===== src/rtl/serial_add_ctrl_pkg.sv =====
`default_nettype none
// ============================================================================
//  Module   : serial_add_ctrl_pkg
//  Brief    : Shared FSM state type and operation encodings for serial_add_ctrl
//  Revision : 1.0
// ============================================================================
package serial_add_ctrl_pkg;

    typedef enum logic [0:0] {
        IDLE = 1'b0,
        RUN  = 1'b1
    } state_t;

    localparam logic OP_ADD = 1'b0;
    localparam logic OP_SUB = 1'b1;

endpackage
`default_nettype wire


===== src/rtl/serial_add_ctrl_if.sv =====
`default_nettype none
// ============================================================================
//  Module   : serial_add_ctrl_if
//  Brief    : Request/result bundle between the sequencer front end and the
//             bit-serial add/subtract controller
//  Revision : 1.0
// ============================================================================
interface serial_add_ctrl_if #(
    parameter int WIDTH = 8
);
    logic             start;
    logic             op;
    logic [WIDTH-1:0] a;
    logic [WIDTH-1:0] b;
    logic             cin;
    logic             busy;
    logic             done;
    logic [WIDTH-1:0] sum;
    logic             cout;
    logic             ovf;

    modport master (
        output start, op, a, b, cin,
        input  busy, done, sum, cout, ovf
    );

    modport slave (
        input  start, op, a, b, cin,
        output busy, done, sum, cout, ovf
    );
endinterface
`default_nettype wire


===== src/rtl/serial_add_ctrl_full.sv =====
`default_nettype none
// ============================================================================
//  Module   : full
//  Brief    : Combinational one-bit full-adder cell
//  Revision : 1.0
// ============================================================================
module full (
    input  wire logic a,
    input  wire logic b,
    input  wire logic cin,
    output logic      sum,
    output logic      carry
);
    assign sum   = a ^ b ^ cin;
    assign carry = (a & b) | (cin & (a ^ b));
endmodule
`default_nettype wire


===== src/rtl/serial_add_ctrl.sv =====
`default_nettype none
// ============================================================================
//  Module   : serial_add_ctrl
//  Brief    : Bit-serial add/subtract controller, one bit per clock, LSB first,
//             sharing a single full-adder cell across the operand width
//  Revision : 1.0
// ============================================================================
module serial_add_ctrl
    import serial_add_ctrl_pkg::*;
#(
    parameter int WIDTH = 8
) (
    input  wire logic        clk,
    input  wire logic        rst,
    serial_add_ctrl_if.slave bus
);
    localparam int                 c_cnt_w = $clog2(WIDTH);
    localparam logic [c_cnt_w-1:0] c_last  = c_cnt_w'(WIDTH - 1);

    state_t             r_state;
    state_t             w_state_nxt;
    logic               w_accept;
    logic               w_last;
    logic               w_cell_sum;
    logic               w_cell_carry;

    logic [WIDTH-1:0]   r_sa;
    logic [WIDTH-1:0]   r_sb;
    logic [WIDTH-1:0]   r_sr;
    logic               r_carry;
    logic [c_cnt_w-1:0] r_cnt;
    logic [WIDTH-1:0]   r_sum;
    logic               r_cout;
    logic               r_ovf;
    logic               r_done;

    full u_cell (
        .a     (r_sa[0]),
        .b     (r_sb[0]),
        .cin   (r_carry),
        .sum   (w_cell_sum),
        .carry (w_cell_carry)
    );

    always_ff @(posedge clk) begin
        if (rst) begin
            r_state <= IDLE;
        end else begin
            r_state <= w_state_nxt;
        end
    end

    always_comb begin
        w_state_nxt = r_state;
        w_accept    = 1'b0;
        w_last      = 1'b0;
        case (r_state)
            IDLE: begin
                if (bus.start) begin
                    w_accept    = 1'b1;
                    w_state_nxt = RUN;
                end
            end
            RUN: begin
                if (r_cnt == c_last) begin
                    w_last      = 1'b1;
                    w_state_nxt = IDLE;
                end
            end
            default: w_state_nxt = IDLE;
        endcase
    end

    always_ff @(posedge clk) begin
        if (rst) begin
            r_sa    <= '0;
            r_sb    <= '0;
            r_sr    <= '0;
            r_carry <= 1'b0;
            r_cnt   <= '0;
            r_sum   <= '0;
            r_cout  <= 1'b0;
            r_ovf   <= 1'b0;
            r_done  <= 1'b0;
        end else begin
            r_done <= w_last;
            if (w_accept) begin
                // Subtract is a + ~b + 1: invert B and force the initial carry.
                r_sa    <= bus.a;
                r_sb    <= (bus.op == OP_SUB) ? ~bus.b : bus.b;
                r_carry <= (bus.op == OP_SUB) ? 1'b1 : bus.cin;
                r_cnt   <= '0;
            end else if (r_state == RUN) begin
                r_sa    <= r_sa >> 1;
                r_sb    <= r_sb >> 1;
                r_sr    <= {w_cell_sum, r_sr[WIDTH-1:1]};
                r_carry <= w_cell_carry;
                if (!w_last) begin
                    r_cnt <= r_cnt + c_cnt_w'(1);
                end
            end
            // On the last bit r_carry is the carry into the MSB.
            if (w_last) begin
                r_sum  <= {w_cell_sum, r_sr[WIDTH-1:1]};
                r_cout <= w_cell_carry;
                r_ovf  <= r_carry ^ w_cell_carry;
            end
        end
    end

    assign bus.busy = (r_state == RUN);
    assign bus.done = r_done;
    assign bus.sum  = r_sum;
    assign bus.cout = r_cout;
    assign bus.ovf  = r_ovf;

endmodule
`default_nettype wire

===== src/flat_wrapper.sv =====
// flat-port wrapper written by rule: the top's interface ports become plain ports
module serial_add_ctrl_flat import serial_add_ctrl_pkg::*;
#(
    parameter int WIDTH = 8
)
  (clk, rst, bus_start, bus_op, bus_a, bus_b, bus_cin, bus_busy, bus_done, bus_sum, bus_cout, bus_ovf);
  serial_add_ctrl_if #(.WIDTH(WIDTH)) bus_i ();
  input  wire logic clk;
  input  wire logic rst;
  input wire logic [$bits(bus_i.start)-1:0] bus_start;
  input wire logic [$bits(bus_i.op)-1:0] bus_op;
  input wire logic [$bits(bus_i.a)-1:0] bus_a;
  input wire logic [$bits(bus_i.b)-1:0] bus_b;
  input wire logic [$bits(bus_i.cin)-1:0] bus_cin;
  output wire logic [$bits(bus_i.busy)-1:0] bus_busy;
  output wire logic [$bits(bus_i.done)-1:0] bus_done;
  output wire logic [$bits(bus_i.sum)-1:0] bus_sum;
  output wire logic [$bits(bus_i.cout)-1:0] bus_cout;
  output wire logic [$bits(bus_i.ovf)-1:0] bus_ovf;
  assign bus_i.start = bus_start;
  assign bus_i.op = bus_op;
  assign bus_i.a = bus_a;
  assign bus_i.b = bus_b;
  assign bus_i.cin = bus_cin;
  assign bus_busy = bus_i.busy;
  assign bus_done = bus_i.done;
  assign bus_sum = bus_i.sum;
  assign bus_cout = bus_i.cout;
  assign bus_ovf = bus_i.ovf;
  serial_add_ctrl #(.WIDTH(WIDTH)) u_core (.clk(clk), .rst(rst), .bus(bus_i));
endmodule

===== config.mk =====
export PLATFORM = sky130hd
export DESIGN_NAME = serial_add_ctrl_flat
export DESIGN_NICKNAME = d
export VERILOG_FILES = /design/src/rtl/serial_add_ctrl_pkg.sv /design/src/rtl/serial_add_ctrl_if.sv /design/src/rtl/serial_add_ctrl_full.sv /design/src/rtl/serial_add_ctrl.sv /design/src/flat_wrapper.sv
export SDC_FILE = /design/constraint.sdc
export NUM_CORES = 1
export LEC_CHECK = 0
export ABC_AREA = 1
export ABC_CLOCK_PERIOD_IN_PS = 1700
export CAP_MARGIN = 0
export CORE_MARGIN = 2
export CORE_UTILIZATION = 45
export CTS_BUF_LIST = sky130_fd_sc_hd__clkbuf_4 sky130_fd_sc_hd__clkbuf_8
export DETAILED_ROUTE_END_ITERATION = 10
export PLACE_DENSITY = 0.78
export SLEW_MARGIN = 15
export SYNTH_ARGS = -nofsm -noshare
export SYNTH_HDL_FRONTEND = slang
export SYNTH_SLANG_ARGS = --single-unit

===== constraint.sdc =====
create_clock -name clk -period 1.7 [get_ports clk]
set_input_delay 0.34 -clock clk [delete_from_list [all_inputs] [get_ports clk]]
set_output_delay 0.34 -clock clk [all_outputs]
set_load 0.05 [all_outputs]

==> run_results.csv <==
group,metric,value,unit
status,outcome,"complete, no violations",
routing,wirelength,3.171,mm
final_layout,area_growth,25.56,%
setup_path,cpPeakStageDelay,0.62,ns
yosys,synthMuxAreaShare,0,%
pwr,switching_power,0.4811,mW
sta,fin_setup_tns,0,ns
setup_path,path_cells,"buf_12, buf_12",
sta,setup_viol,0,
setup_path,critPathLaunchType,"register",
routing,drt_iter0_markers,66,
sta,fmax,621.1,MHz
yosys,yosys.area_share.adder,2.614,%
place,finalWeightedCongestion,0.7452,
place,pre_cts_slack,0.1385,ns
sta,slew_headroom,68.08,%
sta,hold_ws,0.4571,ns
cts,clk_pin_slew,0.08,ns
pwr,leakage,1.042,nW
setup_path,required,1.36,ns
final_layout,multi_input_area,749.5,um^2
routing,antenna_left,0,
yosys,synthXorXnorAreaFrac,0.5084,%
setup_path,r2r-start,"u_core.bus.busy$_SDFF_PP0_",
setup_path,crit_path_frequent_cell,"buf_12",
yosys,synthCells,245,
floorplan,die_w,65.88,um
setup_path,r2r.worst_path.cells,4,
setup_path,endpoint,"bus_busy",
sta,rsz0062_at_grt,"no",
place,place_area,2074,um^2
final_layout,area.sequential,780.7,um^2
final_layout,fin_area,2163,um^2
cts,postCtsHoldBufs,0,
cts,cts-root-buf,"clkbuf_8",
global_route,overflow,0,
setup_path,worstReg2RegEnd,"u_core.r_cnt[0]$_SDFFE_PP0P_",
min_path,hold_path.class,"register to register",
sta,tightest_slew,0.4782,ns
pwr,power.internal,1.352,mW
cts,clkSinkCount,39,
final_layout,fill_cells,357,
setup_path,r2r_setup_slack,0.30,ns
yosys,synth_largest_area_cell,"dfxtp_1",
sta,timing.final.crit_period,1.610,ns
sta,slew_violations,0,
setup_path,worst_path_max_delay_cell,"dfxtp_1",
global_route,grt_usage,17.25,%
sta,timing.final.crit_share,94.71,%
yosys,ys_seq_elements,39,
floorplan,core,3661,um^2
sta,finalClockSkew,0.005886,ns
floorplan,initial_core_util,47.06,%
cts,clk_latency,0.29,ns
setup_path,critical_path.endpoint_type,"output pin",
cts,cts_setup_buffers,0,
floorplan,row_count,22,
floorplan,die_h,65.88,um
final_layout,nets,303,
yosys,ys_types,20,
cts,cts_max_level,2,
final_layout,drive_gt1_share,12.86,%
pwr,peakVddDrop,0.0004765,V
place,dp_cells,320,
sta,setup_ws,0.08985,ns
final_layout,fin_cells,328,
cts,clockBufferDepth,2,
global_route,grt_max_degree,19,
pwr,seqPwrFrac,53.7,%
job,maxCapViolations,0,
place,numPortBuffers,32,
cts,cts-resized-gates,0,
routing,vias_per_cell,4.756,
yosys,yosysWarnings,0,
yosys,ys_top_cells_by_area,"dfxtp_1 (45%), nand2_1 (18%), nand3_1 (7.8%)",
cts,cts_made_buffers,5,
global_route,grt_pass1_wl,5.678,mm
yosys,synth_top_cell_area_share,45.32,%
cts,cts_tree,"done",
yosys,syn_nets,269,
yosys,avgSynthCellArea,7.032,um^2
yosys,yosysSeqAreaShare,45.32,%
global_route,grt_pass1_vias,1391,
yosys,synth_top_family_by_area,"simple AND/OR/NAND/NOR gates",
setup_path,critPathLaunch,"u_core.bus.busy$_SDFF_PP0_",
pwr,p_comb_share,12.9,%
setup_path,path_max_fanout,16,
pwr,p_per_area,847.5,nW/um^2
pwr,swShare,26.24,%
global_route,antenna_found_initial,0,
final_layout,antennaDiodeCount,0,
pwr,clkPwrFrac,33.4,%
sta,hold_viol_final,0,
setup_path,critPathKind,"register to output pin",
routing,wl_per_cell,9.668,um
yosys,netlist_area,1723,um^2
yosys,synth-compound-area-share,9.586,%
routing,drt_first_pass_iters,4,
floorplan,boundaryPins,33,
floorplan,dieArea,4340,um^2
setup_path,crit_arrival,1.27,ns
place,post-dp-hpwl,2.334,mm
yosys,synth-simple-area-share,30.79,%
routing,drc,0,
routing,via_count,1560,
[registers in the layout, summed over array words and instances, names as in the netlist]
signal and count:
u_core.bus.ovf 1, u_core.r_sb 8, u_core.r_sr 7, u_core.bus.done 1, u_core.r_cnt 3, u_core.bus.cout 1, u_core.bus.sum 8, u_core.r_sa 8
u_core.bus.busy 1, u_core.r_carry 1
[critical path: cells and delay by family (launching register included)]
family   cells  cell delay, ns
buf+inv      2            0.35
flops        1            0.62
[how the worst min path moves through the flow]
| stage | start | to | slack, ns | depth (start not counted) |
|---|---|---|---|---|
| after global placement | u_core.r_sr[1]$_SDFFE_PP0P_ | u_core.bus.sum[0]$_SDFFE_PP0P_ | 0.44 | 2 |
| after floorplan | u_core.r_sr[1]$_SDFFE_PP0P_ | u_core.bus.sum[0]$_SDFFE_PP0P_ | 0.42 | 2 |
| after global routing | u_core.r_sb[7]$_SDFFE_PP0P_ | u_core.r_sb[7]$_SDFFE_PP0P_ | 0.48 | 2 |
| after CTS | u_core.r_sr[1]$_SDFFE_PP0P_ | u_core.bus.sum[0]$_SDFFE_PP0P_ | 0.46 | 2 |
| final | u_core.r_sr[1]$_SDFFE_PP0P_ | u_core.bus.sum[0]$_SDFFE_PP0P_ | 0.46 | 2 |
| after detailed placement | u_core.r_sr[1]$_SDFFE_PP0P_ | u_core.bus.sum[0]$_SDFFE_PP0P_ | 0.44 | 2 |
[synth_stat cells]
cell type and instances:
nand3_2 1, clkbuf_1 1, fa_1 1, buf_4 1, nand2_1 83, a21oi_1 21
dfxtp_1 39, nor2_1 10, nor3b_1 1, nor2_4 2, inv_2 6, nor2_2 1
buf_6 2, buf_2 7, o21ai_1 12, inv_1 22, ha_1 2, xnor2_1 1
nand3_1 27, clkinv_1 5
[cell families after synthesis]
kind of cell	Yosys count
DFF	39
AOI/OAI and AO/OA	33
and+or+nand+nor	125
adders and majority gates	3
buffers and inverters	44
xor gates and xnor gates	1
[final cells by class]
type	count	area share, %
tap	48	2.776
multi-input combinational	162	34.64
clock inverter	3	0.9254
timing repair buffer	38	16.66
clock buffer	5	3.181
inverter	33	5.726
sequential	39	36.09
[metrics by stage]
step | power (mW) | utilization, %
floorplan | 1.153 | -
global placement | 1.239 | 56.66
detailed placement | 1.244 | 56.66
CTS | 1.857 | 59.09
global route | 1.931 | 59.09
finish | 1.833 | 59.09
[layer usage]
metal	share of wire, %	GRT usage [%]
met3	4.9	4.600
met5	0	0
met1	45	19.96
met2	47	28.79
met4	2.5	9.375
[cells in the final DEF (no fill, tap or decap), drive strengths merged]
master / synthesis / final
clkinvlp: 0 / 2
dfxtp: 39 / 39
a21oi: 21 / 21
nand3: 28 / 28
clkdlybuf4s50: 0 / 20
o21ai: 12 / 12
nor3b: 1 / 1
buf: 10 / 18
nor2: 13 / 13
xnor2: 1 / 1
fa: 1 / 1
nand2: 83 / 83
clkinv: 5 / 6
inv: 28 / 28
ha: 2 / 2
clkbuf: 1 / 5
[power groups by stage]
stage	logic (mW)	clock network (mW)	registers, mW
after detailed placement	0.239	0	1.00
after floorplan	0.151	0	1.00
final	0.236	0.613	0.984
after CTS	0.240	0.633	0.984
after global routing	0.272	0.670	0.989
after global placement	0.235	0	1.00
No activity file was read; power rests on OpenSTA's default activity.
